$ cat config.mk
export PLATFORM = sky130hd
export DESIGN_NAME = ex_stage_muldiv
export DESIGN_NICKNAME = d
export VERILOG_FILES = /design/src/rtl/ex_stage_muldiv.sv
export SDC_FILE = /design/constraint.sdc
export NUM_CORES = 1
export LEC_CHECK = 0
export CORE_MARGIN = 4
export CORE_UTILIZATION = 30
export CTS_CLUSTER_DIAMETER = 200
export DETAILED_ROUTE_END_ITERATION = 10
export GPL_ROUTABILITY_DRIVEN = 0
export PLACE_DENSITY = 0.48
export SLEW_MARGIN = 20
export SYNTH_ARGS = -nofsm -noshare
export SYNTH_HDL_FRONTEND = slang
export SYNTH_SLANG_ARGS = --single-unit
export TNS_END_PERCENT = 1
$ cat constraint.sdc
create_clock -name clk -period 16.42 [get_ports clk]
set_clock_uncertainty 0.05 [all_clocks]
set_input_delay 1.642 -clock clk [delete_from_list [all_inputs] [get_ports clk]]
set_output_delay 1.642 -clock clk [all_outputs]
set_load 0.1 [all_outputs]
$ cat src/rtl/ex_stage_muldiv.sv
// Execute stage: forwarding, ALU, branch target, dest select,
// plus an iterative MULT/DIV unit with HI/LO and a stall to hazard logic.
module ex_stage_muldiv #(
  parameter int XLEN = 32,
  parameter int REGW = 5
) (
  input  logic            clk,
  input  logic            rst_n,
  input  logic            in_valid,
  input  logic [XLEN-1:0] pc,
  input  logic [XLEN-1:0] rd_data1,
  input  logic [XLEN-1:0] rd_data2,
  input  logic [XLEN-1:0] imm,
  input  logic [REGW-1:0] rt,
  input  logic [REGW-1:0] rd,
  input  logic [XLEN-1:0] fwd_mem,
  input  logic [XLEN-1:0] fwd_wb,
  input  logic [1:0]      fwd_a_sel,
  input  logic [1:0]      fwd_b_sel,
  input  logic            alu_src,
  input  logic            reg_dst,
  input  logic [3:0]      alu_op,
  input  logic [3:0]      md_op,
  output logic [XLEN-1:0] result,
  output logic            zero,
  output logic [XLEN-1:0] store_data,
  output logic [XLEN-1:0] branch_target,
  output logic [REGW-1:0] dest_reg,
  output logic            stall,
  output logic            md_busy,
  output logic [XLEN-1:0] hi,
  output logic [XLEN-1:0] lo
);

  localparam int CW = $clog2(XLEN + 1);
  localparam logic [CW-1:0] CNT_INIT = CW'(XLEN);
  localparam logic [CW-1:0] CNT_LAST = CW'(1);

  typedef enum logic [1:0] {
    S_IDLE,
    S_MUL,
    S_DIV
  } state_t;

  state_t            state;
  logic [CW-1:0]     cnt;
  logic [XLEN-1:0]   acc_hi;
  logic [XLEN-1:0]   acc_lo;
  logic [XLEN-1:0]   opb;
  logic              neg_p;
  logic              neg_r;
  logic              div0;

  logic [XLEN-1:0]   a;
  logic [XLEN-1:0]   bf;
  logic [XLEN-1:0]   b;
  logic [XLEN-1:0]   alu_y;
  logic              md_any;
  logic              start_op;
  logic              is_mul;
  logic              sgn;
  logic              start;
  logic [XLEN-1:0]   mag_a;
  logic [XLEN-1:0]   mag_b;
  logic [XLEN:0]     msum;
  logic [XLEN:0]     dtrial;
  logic [XLEN-1:0]   nxt_hi;
  logic [XLEN-1:0]   nxt_lo;
  logic [2*XLEN-1:0] prod;
  logic [2*XLEN-1:0] prod_fix;
  logic [XLEN-1:0]   q_fix;
  logic [XLEN-1:0]   r_fix;

  always_comb begin
    unique case (fwd_a_sel)
      2'd1:    a = fwd_wb;
      2'd2:    a = fwd_mem;
      default: a = rd_data1;
    endcase
    unique case (fwd_b_sel)
      2'd1:    bf = fwd_wb;
      2'd2:    bf = fwd_mem;
      default: bf = rd_data2;
    endcase
  end

  assign b          = alu_src ? imm : bf;
  assign store_data = bf;

  always_comb begin
    unique case (alu_op)
      4'd0:    alu_y = a & b;
      4'd1:    alu_y = a | b;
      4'd2:    alu_y = a + b;
      4'd6:    alu_y = a - b;
      4'd7:    alu_y = {{(XLEN-1){1'b0}}, $signed(a) < $signed(b)};
      4'd12:   alu_y = ~(a | b);
      default: alu_y = '0;
    endcase
  end

  always_comb begin
    unique case (1'b1)
      md_op == 4'd5: result = hi;
      md_op == 4'd6: result = lo;
      default:       result = alu_y;
    endcase
  end

  assign zero          = (result == '0);
  assign branch_target = pc + {imm[XLEN-3:0], 2'b00};
  assign dest_reg      = reg_dst ? rd : rt;

  assign md_any   = (md_op >= 4'd1) && (md_op <= 4'd8);
  assign start_op = (md_op >= 4'd1) && (md_op <= 4'd4);
  assign is_mul   = (md_op == 4'd1) || (md_op == 4'd2);
  assign sgn      = (md_op == 4'd1) || (md_op == 4'd3);
  assign stall    = in_valid & md_busy & md_any;
  assign start    = in_valid & start_op & ~stall & (state == S_IDLE);

  assign mag_a = (sgn && a[XLEN-1]) ? -a : a;
  assign mag_b = (sgn && bf[XLEN-1]) ? -bf : bf;

  // One iteration: shift-add for MUL, restoring subtract for DIV
  always_comb begin
    msum   = {1'b0, acc_hi} + (acc_lo[0] ? {1'b0, opb} : '0);
    dtrial = {acc_hi, acc_lo[XLEN-1]} - {1'b0, opb};
    if (state == S_MUL) begin
      nxt_hi = msum[XLEN:1];
      nxt_lo = {msum[0], acc_lo[XLEN-1:1]};
    end else if (!dtrial[XLEN]) begin
      nxt_hi = dtrial[XLEN-1:0];
      nxt_lo = {acc_lo[XLEN-2:0], 1'b1};
    end else begin
      nxt_hi = {acc_hi[XLEN-2:0], acc_lo[XLEN-1]};
      nxt_lo = {acc_lo[XLEN-2:0], 1'b0};
    end
  end

  assign prod     = {nxt_hi, nxt_lo};
  assign prod_fix = neg_p ? -prod : prod;
  assign q_fix    = div0 ? '1 : (neg_p ? -nxt_lo : nxt_lo);
  assign r_fix    = neg_r ? -nxt_hi : nxt_hi;

  always_ff @(posedge clk or negedge rst_n) begin
    if (!rst_n) begin
      state   <= S_IDLE;
      cnt     <= '0;
      md_busy <= 1'b0;
      hi      <= '0;
      lo      <= '0;
      acc_hi  <= '0;
      acc_lo  <= '0;
      opb     <= '0;
      neg_p   <= 1'b0;
      neg_r   <= 1'b0;
      div0    <= 1'b0;
    end else begin
      unique case (state)
        S_IDLE: begin
          if (start) begin
            cnt     <= CNT_INIT;
            md_busy <= 1'b1;
            acc_hi  <= '0;
            neg_r   <= sgn & a[XLEN-1];
            neg_p   <= sgn & (a[XLEN-1] ^ bf[XLEN-1]);
            div0    <= (bf == '0);
            if (is_mul) begin
              state  <= S_MUL;
              acc_lo <= mag_b;
              opb    <= mag_a;
            end else begin
              state  <= S_DIV;
              acc_lo <= mag_a;
              opb    <= mag_b;
            end
          end else if (in_valid && !stall && md_op == 4'd7) begin
            hi <= a;
          end else if (in_valid && !stall && md_op == 4'd8) begin
            lo <= a;
          end
        end
        default: begin
          acc_hi <= nxt_hi;
          acc_lo <= nxt_lo;
          cnt    <= cnt - 1'b1;
          if (cnt == CNT_LAST) begin
            state   <= S_IDLE;
            md_busy <= 1'b0;
            if (state == S_MUL) begin
              hi <= prod_fix[2*XLEN-1:XLEN];
              lo <= prod_fix[XLEN-1:0];
            end else begin
              hi <= r_fix;
              lo <= q_fix;
            end
          end
        end
      endcase
    end
  end

endmodule

==> qor.csv, run 1 <==
stage,metric,value,unit
cts,postcts setup bufs,0,
synthesis,number of synthesized flops with an enable pin,0,
global_route,grt ovf,0,
placed_design,PortBufs,382,
critical_path,Critical Path Max Stage Delay,1190,ps
critical_path,FF-to-FF End,hi[12],
critical_path,Critical Path Source Type,primary input,
sta,Fin. Hold Viols,0,
global_route,Tot GR Track Use,0.2817,
die,die width,293.7,um
global_route,initial antenna violation count,6,
critical_path,CP Max Fanout,52,
global_route,largest net degree at the start of global routing,75,
cts,Worst-path clk slew,70,ps
power_and_ir_drop,leakage,0.01234,uW
sta,Fmax,82.74,MHz
sta,min cycle time layout,12090,ps
cts,depth of the CTS H-tree,4,
cts,CTS buffer count,17,
critical_path,CP endpoint kind,primary output,
critical_path,"CP delay by family, top",compound AO/OA/AOI/OAI gates,
finish,most frequent cells in the layout,"374 x clkdlybuf4s50_1, 326 x nand2_1, 302 x nor2_1",
critical_path,worst reg2reg setup slack,8990,ps
die,overall die height,293.7,um
critical_path,most frequent CP cell,inv_1,
sta,fin crit share,0.7361,
critical_path,CP arrival,10390,ps
finish,fin cells,4723,
sta,final setup vio count,0,
power_and_ir_drop,Tot Pwr,4030,uW
cts,TritonCTS Sinks,172,
power_and_ir_drop,VDD IR max,0.00008122,V
synthesis,synth unique cells,102,
finish,Area Overhead vs Synth,22.11,%
hold_path,HP Start,cnt[3],
finish,layout cells sized above 1,0.04536,
outcome,outcome,finished clean,
die,Core Rows,104,
critical_path,critical path class,primary input to primary output,
placed_design,# placed instances,4688,
cts,Root Buffer Master,clkbuf_16,
synthesis,cell area after synthesis,24480,um^2
die,Initial Util,0.3035,
sta,Setup TNS Final,0,ps
critical_path,number of cells on the critical path,22,
finish,area occupied by multi-input gates,18680,um^2
placed_design,placed cell areas,29280,um^2
synthesis,syn nets,3835,
sta,relative slew slack,0.2148,
routing,DR pass1 iterations,6,
routing,drt initial violations,2600,
synthesis,"Seq/Total Area, Yosys",0.1758,
finish,"commonest non-fill, non-tap cell in the layout",clkdlybuf4s50_1,
synthesis,"FF+latch count, synth",172,
critical_path,R2R cell count,24,
cts,Max clock buf depth,2,
run,max-cap violations,0,
routing,Via density,5.873,
hold_path,Hold Path Sink,cnt[3],
synthesis,Synth Area per Inst,7.199,um^2
critical_path,CP Data Required Time,14730,ps
cts,# hold bufs at CTS,0,
synthesis,YS warnings,0,
sta,hold slack,449.0,ps
power_and_ir_drop,Power Dens Cells,134.8,nW/um^2
placed_design,hpwl dp,102.9,mm
synthesis,Synth Instances,3401,
sta,Slew Limit Fails,0,
synthesis,Main synth FF type,dfrtp_1,
hold_path,HP Class,register to register,
routing,Routed Antenna Nets,0,
routing,DRC,0,
global_route,first-pass GRT wire length,183.4,mm
cts,CTS tree,yes,
routing,vias,27740,
critical_path,cells along the critical path,clkdlybuf4s50_1 > inv_1 > ha_2 > inv_1 > o21ai_0 > o21ai_0 > inv_1 > ha_1 > inv_1 > a21oi_1 > a2111oi_0 > nor2_1 > xnor2_1 > a211oi_1 > a21oi_1 > a211o_1 > or4_1 > nor4b_1 > and4_1 > nand3_1 > nor4_1 > clkdlybuf4s50_1,
critical_path,critical path's slowest cell,clkdlybuf4s50_1,
die,die area,86250,um^2
cts,Clock Latency Late Sink,460,ps
critical_path,Bufs and invs on worst path,6,
finish,Reg area,4305,um^2
die,I/O pins,387,
sta,worst-margin pin slew,1174,ps
cts,post_cts resized,0,
sta,RSZ-0062 raised after global routing,false,
hold_path,Hold Path Stages,2,
routing,DR WL/cell,26.59,um
finish,fillers,8761,
critical_path,reg-to-reg startpoint,acc_lo[31],
synthesis,ys async rst share,1.000,
routing,routed wire length,125.6,mm
finish,cell area after layout,29900,um^2
global_route,vias in the first global route,26931,
die,Core ar.,80680,um^2
finish,fin nets,4081,
[kinds of logic (layout without fill, tap and decap cells)]
| kind of cell | Yosys count | after routing | synth area share |
|---|---|---|---|
| buffers and inverters | 412 | 671 | 0.06520 |
| XOR/XNOR | 195 | 195 | 0.06975 |
| AO/OA/AOI/OAI | 1295 | 1295 | 0.3514 |
| flip-flops | 172 | 172 | 0.1758 |
| other | 0 | 3 | 0 |
| adder cells (fa/ha/maj) | 215 | 215 | 0.1114 |
| multiplexers | 56 | 56 | 0.02356 |
| AND/OR/NAND/NOR | 1056 | 1056 | 0.2029 |
[Yosys cell counts (all sizes together) (20+ instances only)]
| cell type | n | area (um^2) |
|---|---|---|
| nand2 | 329 | 1240 |
| o21ai | 306 | 1531 |
| nor2 | 305 | 1147 |
| a21oi | 304 | 1529 |
| ha | 210 | 2628 |
| inv | 201 | 754.5 |
| clkbuf | 175 | 656.9 |
| dfrtp | 172 | 4304 |
| xnor2 | 147 | 1287 |
| a211oi | 104 | 790.8 |
| a22oi | 88 | 660.6 |
| nor3 | 83 | 415.4 |
| nand3 | 75 | 375.4 |
| a21o | 67 | 503.0 |
| a31oi | 56 | 350.3 |
| and2 | 51 | 319.1 |
| o21a | 50 | 375.4 |
| xor2 | 48 | 420.4 |
| mux2i | 43 | 430.4 |
| a221o | 37 | 370.4 |
| buf | 35 | 181.4 |
| nor4 | 31 | 193.9 |
| nor2b | 30 | 187.7 |
| o31ai | 29 | 231.5 |
| o211ai | 23 | 172.7 |
| or3 | 22 | 137.6 |
| and3 | 21 | 131.4 |
| nand2b | 21 | 131.4 |
| a221oi | 20 | 175.2 |
[routing by layer]
layer / GRT usage / vias to the layer above / wire [um]
met2: 0.4753 / 1153 / 58600
met5: 0 / - / 33
li1: - / 13027 / -
met4: 0.1261 / 4 / 6662
met3: 0.05147 / 209 / 8795
met1: 0.3511 / 13347 / 51490
[registers in the layout, summed over array words and instances (netlist names)]
signal   flops
acc_hi      32
acc_lo      32
hi          32
lo          32
opb         32
cnt          6
state        2
div0         1
md_busy      1
neg_p        1
neg_r        1
[tightest hold or removal path: stages (launching register included)]
cell	delay, ps
dfrtp_1	350
nand2_1	50
o21ai_0	60
[stage by stage]
| step | utilization | worst slack (ps) |
|---|---|---|
| 2_1_floorplan | - | 2035 |
| 3_3_place_gp | 0.3630 | 4743 |
| 3_5_place_dp | 0.3630 | 4565 |
| 4_1_cts | 0.3705 | 4539 |
| 5_1_grt | 0.3705 | 4006 |
| 6_report | 0.3706 | 4334 |
[cell type report]
cell class | count | share of cell area
clock inverters | 12 | 0.005440
repair buffers | 437 | 0.1410
multi-input cells | 2817 | 0.6246
well taps | 1060 | 0.04436
diodes | 3 | 0.0002511
inverters | 202 | 0.02536
flip-flops and latches | 172 | 0.1440
clock buffers | 20 | 0.01494
[report_power, final]
part           switching, uW  internal [uW]  total, uW
sequential               141            508        649
clock                    191            246        437
combinational           1970            974       2940
total                   2300           1730       4030
[how the worst max path moves through the flow]
stage                             from    to  slack (ps)
after floorplan           fwd_b_sel[0]  zero        2030
after global placement    fwd_b_sel[0]  zero        4740
after detailed placement  fwd_b_sel[0]  zero        4560
after CTS                 fwd_b_sel[0]  zero        4540
after global routing      fwd_b_sel[0]  zero        4010
final                     fwd_b_sel[0]  zero        4330
Note: power is estimated with default switching activity, not from simulation.
==> inputs of run 2 (changes only) <==
--- a/config.mk
+++ b/config.mk
@@ -10,7 +10,7 @@
 export CTS_CLUSTER_DIAMETER = 200
 export DETAILED_ROUTE_END_ITERATION = 10
 export GPL_ROUTABILITY_DRIVEN = 0
-export PLACE_DENSITY = 0.48
+export PLACE_DENSITY = 0.49
 export SLEW_MARGIN = 20
 export SYNTH_ARGS = -nofsm -noshare
 export SYNTH_HDL_FRONTEND = slang
==> constraint.sdc (replaced) <==
create_clock -name clk -period 10.29 [get_ports clk]
set_clock_uncertainty 0.05 [all_clocks]
set_input_delay 1.029 -clock clk [delete_from_list [all_inputs] [get_ports clk]]
set_output_delay 1.029 -clock clk [all_outputs]
set_load 0.1 [all_outputs]
==> run 2 against run 1 <==
Compared with the run above:
- critical endpoint unchanged
- register-to-register slack worse by 5900 ps
- combinational power rose by 61%
- critical path type unchanged
- wire length up 0.51%
- final cell count barely moved
- utilization increased by 0.13 points
==> qor.csv, run 2 (synthesized netlist as in run 1, its figures left out) <==
stage,metric,value,unit
die,Initial Util,0.3035,
global_route,initial antenna violation count,2,
routing,DR WL/cell,26.74,um
hold_path,HP Class,register to register,
critical_path,reg-to-reg startpoint,acc_lo[31],
cts,Root Buffer Master,clkbuf_16,
finish,fillers,8663,
critical_path,Critical Path Source Type,primary input,
global_route,grt ovf,0,
critical_path,R2R cell count,25,
critical_path,critical path's slowest cell,ha_2,
sta,fin crit share,0.8794,
critical_path,cells along the critical path,clkdlybuf4s50_1 > inv_1 > ha_2 > inv_1 > o21ai_0 > o21ai_0 > inv_1 > fa_1 > nor2b_1 > o21ai_0 > a2111oi_0 > buf_4 > o211a_1 > o41a_1 > o221ai_1 > or4_1 > a211oi_1 > o221ai_4 > a211o_1 > nor4_1 > nand3_1 > nor4_1 > buf_4,
finish,"commonest non-fill, non-tap cell in the layout",clkdlybuf4s50_1,
hold_path,Hold Path Stages,2,
die,I/O pins,387,
cts,post_cts resized,0,
hold_path,HP Start,cnt[3],
cts,TritonCTS Sinks,172,
sta,hold slack,448.2,ps
routing,DR pass1 iterations,5,
sta,relative slew slack,0.2183,
routing,Via density,5.944,
global_route,vias in the first global route,27283,
routing,drt initial violations,2546,
critical_path,CP startpoint,fwd_b_sel[0],
cts,Clock Latency Late Sink,460,ps
critical_path,CP Data Required Time,9210,ps
sta,Fin. Hold Viols,0,
routing,Routed Antenna Nets,0,
routing,vias,28056,
global_route,Tot GR Track Use,0.2826,
cts,CTS tree,yes,
critical_path,CP Max Fanout,25,
cts,CTS buffer count,17,
die,die width,293.7,um
cts,postcts setup bufs,0,
finish,most frequent cells in the layout,"366 x clkdlybuf4s50_1, 326 x nand2_1, 302 x nor2_1",
global_route,first-pass GRT wire length,184.6,mm
sta,Fmax,110.5,MHz
placed_design,PortBufs,382,
power_and_ir_drop,Power Dens Cells,215.2,nW/um^2
sta,min cycle time layout,9049,ps
finish,layout cells sized above 1,0.05247,
die,overall die height,293.7,um
critical_path,critical path class,primary input to primary output,
power_and_ir_drop,leakage,0.01237,uW
cts,# hold bufs at CTS,0,
power_and_ir_drop,Tot Pwr,6458,uW
sta,RSZ-0062 raised after global routing,false,
power_and_ir_drop,VDD IR max,0.0001257,V
sta,final setup vio count,0,
finish,fin nets,4080,
placed_design,hpwl dp,103.1,mm
sta,Slew Limit Fails,0,
die,Core Rows,104,
critical_path,Critical Path Max Stage Delay,700,ps
die,Core ar.,80680,um^2
run,max-cap violations,0,
cts,Worst-path clk slew,70,ps
cts,Max clock buf depth,2,
sta,Setup TNS Final,0,ps
routing,routed wire length,126.2,mm
global_route,largest net degree at the start of global routing,104,
finish,Area Overhead vs Synth,22.55,%
routing,DRC,0,
critical_path,CP arrival,7970,ps
outcome,outcome,finished clean,
placed_design,"worst slack, placed",1370,ps
critical_path,CP endpoint kind,primary output,
die,die area,86250,um^2
sta,final setup margin,1241,ps
sta,worst-margin pin slew,1169,ps
cts,depth of the CTS H-tree,4,
-- run 2: changes by cell type in the layout (fill, tap and decap cells not counted), sizes merged --
cell | previous run | this run
clkdlybuf4s50 | 374 | 366
clkinv | 5 | 4
bufinv | 3 | 2
diode | 3 | 1
buf | 62 | 69
clkbuf | 21 | 20
inv | 204 | 206
clkinvlp | 2 | 3
-- run 2: cell type report --
class	count	area, um^2	area share
Antenna cell	1	2.502	0.00008340
Clock buffer	19	452.9	0.01510
Clock inverter	13	155.1	0.005171
Inverter	202	758.2	0.02527
Multi-Input combinational cell	2817	18810	0.6270
Sequential cell	172	4304	0.1434
Tap cell	1060	1326	0.04420
Timing Repair Buffer	436	4193	0.1397
-- run 2: report_power, final --
part	switching (uW)	internal, uW	total (uW)
registers	225	810	1040
logic	3170	1560	4720
clock network	322	377	699
-- run 2: path summary, 6_finish.rpt --
kind,end,slack (ps)
min in group asynchronous,acc_hi[4],610
max reg2reg,hi[12],3100
min reg2reg,cnt[3],450
max in group asynchronous,acc_lo[25],7990
max,zero,1240
min,cnt[3],450
-- run 2: worst max-delay path: cells and delay by family --
family | cells | cell delay [ps]
AO/OA/AOI/OAI | 10 | 2930
adder cells (fa/ha/maj) | 2 | 930
buffers and inverters | 6 | 1720
AND/OR/NAND/NOR | 5 | 1340
-- run 2: metal layers --
layer | vias up | global-route usage | wire (um)
li1 | 13015 | - | -
met1 | 13561 | 0.3499 | 51440
met2 | 1258 | 0.4823 | 59100
met3 | 220 | 0.04340 | 8740
met4 | 2 | 0.1342 | 6924
met5 | - | 0 | 13
-- run 2: through the flow --
step	instances	utilization	area, um^2
floorplan	3401	-	24610
global placement	4687	0.3642	29380
detailed placement	4687	0.3643	29390
CTS	4719	0.3718	30000
global route	4719	0.3719	30000
finish	4720	0.3719	30010
